**src/rtl/ttl_addressable_register_pkg.sv**
```systemverilog
// rtl/ttl_addressable_register_pkg.sv - mode encoding and 2D bus pack helpers for the addressable register
`ifndef TTL_ADDR_REG_PKG_MACROS
`define TTL_ADDR_REG_PKG_MACROS

`define ASSIGN_PACK(PK_WIDTH, PK_LEN, PK_SRC, PK_DEST) \
   for (genvar pk_idx = 0; pk_idx < (PK_LEN); pk_idx++) begin : g_pack \
      assign PK_DEST[pk_idx*(PK_WIDTH) +: (PK_WIDTH)] = PK_SRC[pk_idx]; \
   end

`define ASSIGN_UNPACK(PK_WIDTH, PK_LEN, PK_SRC, PK_DEST) \
   for (genvar pk_idx = 0; pk_idx < (PK_LEN); pk_idx++) begin : g_unpack \
      assign PK_DEST[pk_idx] = PK_SRC[pk_idx*(PK_WIDTH) +: (PK_WIDTH)]; \
   end

`endif

package ttl_addressable_register_pkg;

   // Encoded as {Clear_bar, Enable_bar}
   typedef enum logic [1:0] {
      MODE_DEMUX       = 2'b00,
      MODE_CLEAR       = 2'b01,
      MODE_ADDRESSABLE = 2'b10,
      MODE_MEMORY      = 2'b11
   } mode_t;

   function automatic mode_t decode_mode(input logic clear_bar, input logic enable_bar);
      return mode_t'({clear_bar, enable_bar});
   endfunction

endpackage

```
**src/rtl/ttl_addressable_register_slice.sv**
```systemverilog
// rtl/ttl_addressable_register_slice.sv - one block: WIDTH_OUT storage bits with per-block mode decode
module ttl_addressable_register_slice
   import ttl_addressable_register_pkg::*;
#(
   parameter int WIDTH_OUT    = 8,
   parameter int WIDTH_SELECT = $clog2(WIDTH_OUT)
) (
   input  logic                    clk,
   input  logic                    rst,
   input  logic                    enable_bar,
   input  logic                    clear_bar,
   input  logic [WIDTH_SELECT-1:0] select,
   input  logic                    d,
   output logic [WIDTH_OUT-1:0]    q
);

   mode_t                mode;
   logic [WIDTH_OUT-1:0] hit;
   logic [WIDTH_OUT-1:0] q_next;

   // An out-of-range select decodes to no hit, so nothing is written
   always_comb begin
      hit = '0;
      for (int b = 0; b < WIDTH_OUT; b++) begin
         hit[b] = (select == WIDTH_SELECT'(b));
      end
   end

   always_comb begin
      mode   = decode_mode(clear_bar, enable_bar);
      q_next = q;
      case (mode)
         MODE_ADDRESSABLE: q_next = (q & ~hit) | (hit & {WIDTH_OUT{d}});
         MODE_DEMUX:       q_next = hit & {WIDTH_OUT{d}};
         MODE_CLEAR:       q_next = '0;
         default:          q_next = q;
      endcase
   end

   always_ff @(posedge clk or posedge rst) begin
      if (rst) begin
         q <= '0;
      end else begin
         q <= q_next;
      end
   end

endmodule

```
**src/rtl/ttl_addressable_register.sv**
```systemverilog
// rtl/ttl_addressable_register.sv - clocked addressable register/demux, optional Y readback under TTL_ADDR_REG_READBACK_EN
module ttl_addressable_register
   import ttl_addressable_register_pkg::*;
#(
   parameter int BLOCKS       = 2,
   parameter int WIDTH_OUT    = 8,
   parameter int WIDTH_SELECT = $clog2(WIDTH_OUT),
   parameter int DELAY_RISE   = 0,
   parameter int DELAY_FALL   = 0
) (
   input  logic                        Clk,
   input  logic                        Reset,
   input  logic [BLOCKS-1:0]           Enable_bar,
   input  logic [BLOCKS-1:0]           Clear_bar,
   input  logic [WIDTH_SELECT-1:0]     Select,
   input  logic [BLOCKS-1:0]           D,
`ifdef TTL_ADDR_REG_READBACK_EN
   output logic [BLOCKS-1:0]           Y,
`endif
   output logic [BLOCKS*WIDTH_OUT-1:0] Q_2D
);

   logic [WIDTH_OUT-1:0] q_block [BLOCKS];

   // Propagation delays are zero-time in the netlist; only their sign is checked
   if (DELAY_RISE < 0 || DELAY_FALL < 0) begin : g_bad_delay
      $error("ttl_addressable_register: negative output delay");
   end

   for (genvar i = 0; i < BLOCKS; i++) begin : g_block
      ttl_addressable_register_slice #(
         .WIDTH_OUT    (WIDTH_OUT),
         .WIDTH_SELECT (WIDTH_SELECT)
      ) u_slice (
         .clk        (Clk),
         .rst        (Reset),
         .enable_bar (Enable_bar[i]),
         .clear_bar  (Clear_bar[i]),
         .select     (Select),
         .d          (D[i]),
         .q          (q_block[i])
      );
   end

   `ASSIGN_PACK(WIDTH_OUT, BLOCKS, q_block, Q_2D)

`ifdef TTL_ADDR_REG_READBACK_EN
   // Readback is gated by the write enable and reads zero for out-of-range select
   always_comb begin
      Y = '0;
      for (int i = 0; i < BLOCKS; i++) begin
         for (int b = 0; b < WIDTH_OUT; b++) begin
            if (!Enable_bar[i] && (Select == WIDTH_SELECT'(b))) begin
               Y[i] = q_block[i][b];
            end
         end
      end
   end
`endif

endmodule
```
**config.mk**
```make
export PLATFORM = sky130hd
export DESIGN_NAME = ttl_addressable_register
export DESIGN_NICKNAME = d
export VERILOG_FILES = /design/src/rtl/ttl_addressable_register_pkg.sv /design/src/rtl/ttl_addressable_register_slice.sv /design/src/rtl/ttl_addressable_register.sv
export SDC_FILE = /design/constraint.sdc
export NUM_CORES = 1
export LEC_CHECK = 0
export ABC_AREA = 1
export BUFFER_PORTS_ARGS = -buffer_cell sky130_fd_sc_hd__buf_2
export CAP_MARGIN = 20
export CORE_MARGIN = 3
export CORE_UTILIZATION = 52
export CTS_BUF_LIST = sky130_fd_sc_hd__clkbuf_16
export DETAILED_ROUTE_END_ITERATION = 6
export PLACE_DENSITY_LB_ADDON = 0.05
export REMOVE_ABC_BUFFERS = 1
export SLEW_MARGIN = 25
export SYNTH_ARGS = -nofsm -noshare
export SYNTH_HDL_FRONTEND = slang
export SYNTH_SLANG_ARGS = --single-unit
```
**constraint.sdc**
```tcl
create_clock -name Clk -period 0.96 [get_ports Clk]
set_input_delay 0.192 -clock Clk [delete_from_list [all_inputs] [get_ports Clk]]
set_output_delay 0.192 -clock Clk [all_outputs]
set_load 0.01 [all_outputs]
```
== Yosys cells after proc, flatten, opt, wreduce, memory -nomap -nowiden ==
Cells that the tools add are included.
Widths: inputs -> output; s select.

* Equal/unequal tests: 11
* Multiplexer cells: 2
* Bitwise gates (word level): 7
* Reductions and logical operators: 5

{| class="wikitable"
|+ Operators by type and width
! operator !! number
|-
| $pmux 8 s3 || 2
|-
| $and 8x8->8 || 4
|-
| $or 8x8->8 || 2
|-
| $eq 3x3->1 const B || 4
|-
| $not 8->8 || 1
|-
| $eq 3x2->1 const B || 2
|-
| $reduce_bool 3->1 || 2
|-
| $eq 2x1->1 const B || 2
|-
| $eq 2x2->1 const B || 2
|-
| $logic_not 2->1 || 2
|-
| $eq 3x1->1 const B || 1
|-
| $logic_not 3->1 || 1
|}

* Flip-flop bits (word level): 16
* Bits of input ports: 11
* Output and inout port bits: 16
* Logic and storage cells: 27

== Logic depth before layout (Yosys ltp) ==
Gate-level depths: netlist of the first run.

* Depth after elaboration: 5
* Gate-level depth with buffers: 6
* Gate-level depth less buffers: 6

== Hierarchy ==
Synthesis of the first run repeated with hierarchy kept, for this count alone.

* Cells, all modules: 134
* Area, all modules: 930.9 um2

{| class="wikitable"
|+ Modules (own cells, without submodules)
! module !! instances !! cells an instance !! area each (um2) !! sequential area each (um2)
|-
| ttl_addressable_register_slice || 2 || 67 || 465.4 || 200.2
|}

== Least setup slack after synthesis of the first run ==
Ideal clock, no wire load.

* Path type: input to register
* From: in Select[2]
* To: reg (tool-made name)
* Library setup time: 0.113 ns
* Arrival time: 0.729 ns
* Data required time: 0.847 ns
* Slack: 0.118 ns
* Cell stages on the path: 5
* Path buffers: 2
* Cells stage by stage: buf_2 -> buf_2 -> nand4_1 -> nand2_1 -> inv_1

{| class="wikitable"
|+ RTL lines
! what !! RTL line !! RTL
|-
| start: declaration || ttl_addressable_register.sv:15 || <nowiki>input logic [WIDTH_SELECT-1:0] Select,</nowiki>
|}

==> key figures, run 1 <==
Run status
  – Status: complete, but fails checks
  – Failing checks: negative setup slack

STA
  – Final setup violation count: 2
  – Post-route setup TNS: -0.0134 ns
  – Slew HR: 80.4%
  – F_max: 1030 MHz
  – RSZ-0062 raised after global routing: yes
  – Measured slew at the worst slew-check pin: between 0.2 and 0.3 ns
  – Setup ws final: -0.00926 ns
  – Worst Skew: 0 ns
  – Period Utilization, post-route: 101%
  – Final slew viol count: 0
  – Final Critical Period: 0.969 ns
  – Hold Vio Cnt, Final: 0

Critical path
  – CP bufs+invs: 1
  – CP required: roughly 0.77 ns
  – Setup crit end kind: output port
  – Delay-heaviest family, CP: flip-flops
  – Critical path class: flip-flop to output port
  – Cell chain of the critical path: buf_2
  – Peak fanout along the critical path: 2
  – Worst Path Arrival: about 0.8 ns
  – Element type at the critical path start: flip-flop
  – CP max stage cell: dfrtp_1
  – Slowest stage delay, CP: just under 0.4 ns

Die
  – Die area: about 2200 um^2
  – Row count: 14
  – Placeable Area: ~1500 um^2
  – Initial Utilization: 56.4%
  – # IOs: 27
  – Die H: roughly 47 um
  – Die Width: 46.7 um

CTS
  – TritonCTS buffer count: 3
  – CTS root buffer: clkbuf_16
  – CTS clk-pin slew, worst paths: 0.05 ns
  – Clk sinks: 16
  – CTS tree: done
  – Clk buf depth: 2
  – Clock Latency Late Sink: 0.25 ns
  – H-Tree Depth: 1

Routing
  – Via density: 5.35
  – 1st-pass router iterations: 4
  – Final wirelength: 2.18 mm
  – Residual DRC: 0
  – Initial DRC count: 31
  – Post-DRT Antenna Nets: 0
  – Vias: about 940
  – Per-cell routed wire length: 12.5 um

Synthesis
  – XOR/XNOR Fraction of Synth Area: 0%
  – Post-Synth Simple-Gate Area: 40.6%
  – Post-Synth Adder-Cell Area: 0%
  – Complex-gate fraction of the synthesized area: ~2.3%
  – Syn avg cell area: 6.99 um^2
  – Post-synthesis sequential area ratio: a little under half
  – Largest family of logic cells by synthesized area: simple AND/OR/NAND/NOR gates
  – Mux cell area share after synthesis: 0%
  – YS warnings: 0
  – Synth cell types: 12
  – FF+latch count, synth: 16
  – Mapped Cells: ~120
  – Post-Syn Area: roughly 860 um^2

Cells and area
  – ANT cells: 0
  – Nets: 171
  – Cell Count, Final, Fillers Out: 175
  – # fillers: 120
  – Most frequent cells in the layout: nand2_1, buf_2, inv_1
  – Area Growth Syn to Fin: 36.1%
  – Layout cells sized above 1: 25.8%
  – Most common cell after layout, fill and taps aside: nand2_1

Global routing
  – Tot GR Track Use: 22.7%
  – Global-route wire length before repair: roughly 3.5 mm
  – GRT Residual Overflow: 0
  – Vias in the first global route: around 800
  – Largest net degree at the start of global routing: 17
  – Initial antenna violation count: 0

Min path
  – Worst Hold Class: primary input to flip-flop

Placement
  – Post-Place Cells: 165
  – PortBufs: 26
  – Post-DP HPWL: roughly 1.5 mm
  – Global placement routability congestion: 0.813

Flow run
  – Max Cap Viol: 0

Power
  – Power per cell area: 1530 nW/um^2
  – LEAKAGE: approximately 0.00073 uW
  – Worst IR drop on VDD: around 1.3 mV
==> report_power, final <==
group | leakage, uW | switching [uW] | total [uW] | internal [uW]
Sequential | 0.000218 | 14.8 | 719 | 704
Combinational | 0.000472 | 155 | 253 | 97.8
Clock | 0.0000385 | 266 | 819 | 553
Total | 0.000729 | 436 | 1790 | 1360
==> repair_timing <==
action                                 4_1_cts  5_1_grt
buffers inserted                             1        4
endpoints found under the hold margin       16        0
gates resized for setup                      0        1
setup endpoints to repair                    4       16
hold buffers                                 1        0
==> through the flow <==
step | instance area, um^2 | hold WS [ns] | power (uW) | setup WS [ns] | utilization [%]
after floorplan | 837 | 0.106 | 838 | 0.140 | -
after global placement | 1040 | 0.202 | 956 | 0.0492 | 68.1
after detailed placement | 1040 | 0.221 | 964 | 0.000695 | 68.1
after CTS | 1130 | 0.199 | 1790 | -0.0119 | 74.4
after global routing | 1170 | 0.217 | 1860 | -0.0228 | 76.8
final | 1170 | 0.198 | 1790 | -0.00926 | 76.8
==> area by class of cell <==
type                            instances  area [um^2]  area share [%]
Timing Repair Buffer                   37          234            20.0
Tap cell                               16         20.0            1.71
Clock inverter                          1         3.75           0.321
Multi-Input combinational cell         84          369            31.6
Sequential cell                        16          400            34.2
Inverter                               18         67.6            5.78
Clock buffer                            3         75.1            6.42
==> kinds of logic (layout without fill, tap and decap cells) <==
group | after synthesis | after routing
and+or+nand+nor | 80 | 80
buffers and inverters | 23 | 59
DFF | 16 | 16
AOI/OAI and AO/OA | 4 | 4
==> cell usage after synthesis <==
cell type | number | share of area [%]
nand3_1 | 16 | 9.3
clkbuf_1 | 1 | 0.44
dfrtp_1 | 16 | 47
inv_1 | 18 | 7.9
nor2_2 | 2 | 1.5
o21ai_0 | 4 | 2.3
buf_2 | 3 | 1.7
nor2_1 | 6 | 2.6
buf_1 | 1 | 0.44
nor3_1 | 3 | 1.7
nand4_1 | 8 | 5.8
nand2_1 | 45 | 20
==> worst paths after layout <==
| check | start | cells after the start | slack [ns] | end |
|---|---|---|---|---|
| min in group asynchronous | Reset | 4 | 0.50 | async pin |
| worst max-delay path | flip-flop | 1 | -0.009 | Q_2D[2] |
| worst min register to register | flip-flop | 2 | 0.50 | flip-flop |
| worst min-delay path | D[1] | 3 | 0.20 | flip-flop |
| worst max register to register | flip-flop | 5 | 0.11 | flip-flop |
| max in group asynchronous | Reset | 4 | 0.28 | async pin |
==> per-layer routing <==
metal / routed length [um] / up-vias / global-route usage (%)
met1: 913 / 438 / 29.0
met4: 19 / 0 / 9.39
li1: - / 458 / -
met3: 119 / 2 / 4.69
met5: 0 / - / 0
met2: 1130 / 38 / 36.8
Power figures use the tool's default switching activity.
==> run 2: changes to the inputs <==
==> constraint.sdc (replaced) <==
create_clock -name Clk -period 0.96 [get_ports Clk]
set_input_delay 0.144 -clock Clk [delete_from_list [all_inputs] [get_ports Clk]]
set_output_delay 0.144 -clock Clk [all_outputs]
set_load 0.01 [all_outputs]
==> run 2 against run 1 <==
Compared with the run above:
- the run now ends clean
- clock skew stayed put
- non-clock buffer count is 6 lower
- die area stayed put
- first-iteration DRC count is 3.2% lower
- maximum frequency is 6.7% higher
- via count is 9.7% lower
- total power is 1.7% lower
- register-to-register slack better by 0.16 ns
- critical path depth stayed put
- combinational power is 8.7% lower
- clock-buffer cell count stayed put
- global-route usage is 1.4 points lower
- critical path type unchanged
- largest power group unchanged
- highest routed layer unchanged
==> key figures, run 2 (same netlist as run 1, synthesis figures left out) <==
Routing
  – Final wirelength: 1.92 mm
  – Post-DRT Antenna Nets: 0
  – 1st-pass router iterations: 4
  – Initial DRC count: 30
  – Per-cell routed wire length: between 10 and 15 um
  – Vias: 845
  – Via density: approximately 5.0
  – Residual DRC: 0

STA
  – Measured slew at the worst slew-check pin: 0.252 ns
  – Worst Skew: 0 ns
  – F_max: 1100 MHz
  – RSZ-0062 raised after global routing: no
  – Hold Vio Cnt, Final: 0
  – Hold_ws: 0.160 ns
  – Final slew viol count: 0
  – Slew HR: around 83%
  – Setup ws final: 0.0518 ns
  – Final Critical Period: 0.908 ns
  – Final setup violation count: 0
  – Period Utilization, post-route: 94.6%
  – Post-route setup TNS: 0 ns

Power
  – Sequential share of power: roughly 41%
  – NetSw: 418 uW
  – Total Power: 1760 uW
  – Power per cell area: 1570 nW/um^2
  – Sw Ratio: a little under a quarter
  – Clock share of power: 46.1%
  – Logic pwr share: a little over an eighth
  – LEAKAGE: 0.000697 uW
  – P_int: around 1300 uW
  – Worst IR drop on VDD: 0.831 mV

Cells and area
  – Area Growth Syn to Fin: 30.1%
  – Nets: 165
  – Most frequent cells in the layout: nand2_1, buf_2, inv_1
  – Fin util: between 70% and 80%
  – Most common cell after layout, fill and taps aside: nand2_1
  – ANT cells: 0
  – Area of the multi-input gates: between 300 and 400 um^2
  – Register area: 400 um^2
  – Layout cells sized above 1: 22.9%
  – # fillers: 119

CTS
  – Gates resized, CTS repair: 0
  – TritonCTS buffer count: 3
  – Clock Latency Late Sink: roughly 0.24 ns
  – CTS tree: done
  – CTS clk-pin slew, worst paths: 0.05 ns
  – Clk sinks: 16
  – Post-CTS setup buffers: 0
  – Clk buf depth: 2
  – H-Tree Depth: 1
  – CTS root buffer: clkbuf_16

Die
  – Die H: around 47 um
  – Die Width: roughly 47 um
  – Placeable Area: 1520 um^2
  – Row count: 14
  – Initial Utilization: 56.4%
  – # IOs: 27
  – Die area: 2180 um^2

Global routing
  – Largest net degree at the start of global routing: 17
  – GRT Residual Overflow: 0
  – Vias in the first global route: 771
  – Initial antenna violation count: 0
  – Tot GR Track Use: around a fifth
  – Global-route wire length before repair: 3.22 mm

Critical path
  – Element type at the critical path start: flip-flop
  – R2R Setup Slk: 0.27 ns
  – Critical path class: flip-flop to output port
  – CP bufs+invs: 1
  – Worst Path Arrival: 0.76 ns
  – Peak fanout along the critical path: 2
  – FF-to-FF path depth: 4
  – CP max stage cell: dfrtp_1
  – Setup crit end kind: output port
  – CP required: roughly 0.8 ns
  – Slowest stage delay, CP: 0.38 ns
  – Cell chain of the critical path: buf_2
  – Delay-heaviest family, CP: flip-flops

Min path
  – Hold Path Cell Cnt: 3
  – Hold Startpoint: D[1]
  – Worst Hold Class: primary input to flip-flop

Run status
  – Status: complete, no violations

Placement
  – Dpl ws: 0.0410 ns
  – Global placement routability congestion: just under 0.8
  – Post-DP HPWL: 1.31 mm
  – PortBufs: 26

Flow run
  – Max Cap Viol: 0
run 2: cell count changes in the layout (fill, tap and decap cells not counted):
cell	change
buf_2	+1
buf_4	-6
buf_6	-1
run 2: per-stage QoR:
stage	instance area [um^2]	std cells
2_1_floorplan	837	118
3_3_place_gp	1030	164
3_5_place_dp	1030	164
4_1_cts	1120	169
5_1_grt	1120	169
6_report	1120	169
run 2: power by group through the flow:
stage	Clock [uW]	Combinational (uW)	Sequential, uW
6_report	811	231	718
5_1_grt	849	262	722
4_1_cts	827	232	718
3_5_place_dp	0	226	729
3_3_place_gp	0	223	728
2_1_floorplan	0	93.4	744
run 2: metal layers:
metal | global-route usage (%) | part of all wire, % | vias to the layer above
li1 | - | - | 448
met1 | 27.9 | 48 | 371
met2 | 32.7 | 46 | 24
met3 | 5.08 | 5.4 | 2
met4 | 9.94 | 0.99 | 0
met5 | 0 | 0 | -
run 2: worst max-delay path by stage:
stage / from / end / slack [ns] / cells after the start
finish: flip-flop / Q_2D[0] / 0.05 / 1
global route: flip-flop / Q_2D[0] / 0.02 / 1
CTS: flip-flop / Q_2D[9] / 0.05 / 1
detailed placement: Select[1] / flip-flop / 0.04 / 6
global placement: Select[1] / flip-flop / 0.07 / 6
floorplan: Select[1] / flip-flop / 0.19 / 4
run 2: area by class of cell:
type,count,area share (%)
clock inverters,1,0.336
inverters,18,6.04
well taps,16,1.79
multi-input cells,84,33.0
flip-flops and latches,16,35.8
clock buffers,3,6.71
repair buffers,31,16.3
run 2: tightest hold or removal path, cell delays in order:
cell     delay, ns
buf_2         0.09
nand3_1       0.07
nand2_1       0.07
run 2: timing repair:
action / CTS / global route
endpoints found under the hold margin: 16 / 0
setup endpoints to repair: 0 / 0
hold buffers: 1 / 0
==> run 3: changes to the inputs <==
Settings changed: CORE_UTILIZATION 52 to 49.
Clock period 0.96 ns to 0.87 ns, I/O delays scaled along.
==> run 3 against run 2 <==
Compared with the run above:
- the run now ends with negative setup slack left
- utilization is 0.25 points higher
- worst setup slack worse by 0.074 ns
- critical path type unchanged
- design area is 3.8% higher
- total power is 11% higher
- critical path depth stayed put
==> key figures, run 3 (same netlist as run 1, synthesis figures left out) <==
Run status
  – Status: complete, but fails checks
  – Failing checks: negative setup slack

Power
  – Total Power: 1950 uW
  – Worst IR drop on VDD: around 1.2 mV
  – Power per cell area: 1680 nW/um^2
  – LEAKAGE: 0.000717 uW

STA
  – RSZ-0062 raised after global routing: yes
  – Setup ws final: -0.0219 ns
  – Final Critical Period: 0.892 ns
  – Hold_ws: 0.138 ns
  – Measured slew at the worst slew-check pin: approximately 0.39 ns
  – Final slew viol count: 0
  – Hold Vio Cnt, Final: 0
  – Worst Skew: 0 ns
  – Period Utilization, post-route: 103%
  – F_max: between 1000 and 1500 MHz
  – Slew HR: about three quarters
  – Final setup violation count: 16

Critical path
  – Slowest stage delay, CP: 0.38 ns
  – CP max stage cell: dfrtp_1
  – Worst Path Arrival: 0.76 ns
  – Setup crit end kind: output port
  – Element type at the critical path start: flip-flop
  – Critical path class: flip-flop to output port
  – Delay-heaviest family, CP: flip-flops
  – Worst setup endpoint: Q_2D[15]
  – Peak fanout along the critical path: 2
  – R2R Setup Slk: 0.08 ns
  – CP bufs+invs: 1
  – Cell chain of the critical path: buf_2
  – FF-to-FF path depth: 5
  – Critical path depth in cells: 1
  – CP required: 0.74 ns

Cells and area
  – Most frequent cells in the layout: nand2_1, buf_2, inv_1
  – Cell Count, Final, Fillers Out: 173
  – Fin util: 73.7%
  – # fillers: between 100 and 150
  – Most common cell after layout, fill and taps aside: nand2_1
  – ANT cells: 0
  – Layout cells sized above 1: about 25%
  – Area Growth Syn to Fin: 35.1%
  – Nets: 169

Routing
  – Residual DRC: 0
  – 1st-pass router iterations: 4
  – Initial DRC count: 13
  – Per-cell routed wire length: about 11 um
  – Via density: 5.07
  – Post-DRT Antenna Nets: 0
  – Vias: 877
  – Final wirelength: 1.90 mm

Die
  – Row count: 14
  – Die area: 2290 um^2
  – Placeable Area: 1580 um^2
  – Die H: 47.9 um
  – Initial Utilization: a little over half
  – Die Width: 47.9 um
  – # IOs: 27

Global routing
  – Global-route wire length before repair: 3.13 mm
  – Vias in the first global route: 748
  – Tot GR Track Use: 19.6%
  – GRT Residual Overflow: 0
  – Largest net degree at the start of global routing: 17
  – Initial antenna violation count: 0

Placement
  – Global placement routability congestion: 0.797
  – PortBufs: 26
  – Post-DP HPWL: 1.39 mm
  – Post-Place Cells: 164

CTS
  – CTS root buffer: clkbuf_16
  – CTS clk-pin slew, worst paths: 0.05 ns
  – Clk sinks: 16
  – Clk buf depth: 2
  – TritonCTS buffer count: 3
  – H-Tree Depth: 1
  – CTS tree: done
  – Clock Latency Late Sink: between 0.2 and 0.25 ns

Flow run
  – Max Cap Viol: 0

Min path
  – Worst Hold Class: primary input to flip-flop
## run 3: cell count changes in the layout (fill, tap and decap cells not counted), sizes merged
cell,delta
buf,+4
## run 3: report_power, final
group | leakage, uW | switching [uW] | internal, uW
Clock | 0.0000385 | 279 | 609
Sequential | 0.000218 | 16.8 | 778
Combinational | 0.000460 | 162 | 104
## run 3: final cells by class
type	count	area [um^2]	share of cell area (%)
clock buffer	3	75.1	6.47
clock inverter	1	3.75	0.323
inverter	18	67.6	5.82
multi-input combinational	84	369	31.8
sequential	16	400	34.5
tap	16	20.0	1.72
timing repair buffer	35	225	19.4
## run 3: worst min path at each step
| stage | startpoint | to | slack, ns | cells past startpoint |
|---|---|---|---|---|
| after floorplan | Reset | async pin | 0.04 | 1 |
| after global placement | Reset | async pin | 0.14 | 3 |
| after detailed placement | Reset | async pin | 0.15 | 3 |
| after CTS | D[1] | flip-flop | 0.14 | 3 |
| after global routing | D[1] | flip-flop | 0.16 | 3 |
| final | D[1] | flip-flop | 0.14 | 3 |
## run 3: what timing repair did
item | 4_1_cts | 5_1_grt
endpoints found under the setup margin | 16 | 16
hold buffers | 1 | 0
setup buffers | 3 | 1
gates resized for setup | 0 | 4
endpoints found under the hold margin | 16 | 0
## run 3: through the flow
stage	worst slack (ns)	setup TNS, ns	cell area (um^2)
global placement	-0.0641	-0.148	1020
detailed placement	-0.0757	-0.276	1020
finish	-0.0219	-0.202	1160
floorplan	0.112	0	837
global route	-0.0522	-0.635	1160
CTS	-0.0288	-0.277	1130
## run 3: routing by layer
layer / track usage [%] / vias to the layer above / share of wire (%)
met1: 26.8 / 391 / 50
met3: 3.38 / 4 / 4.5
met4: 8.06 / 0 / 1.4
met2: 30.6 / 23 / 44
li1: - / 459 / -
met5: 0 / - / 0
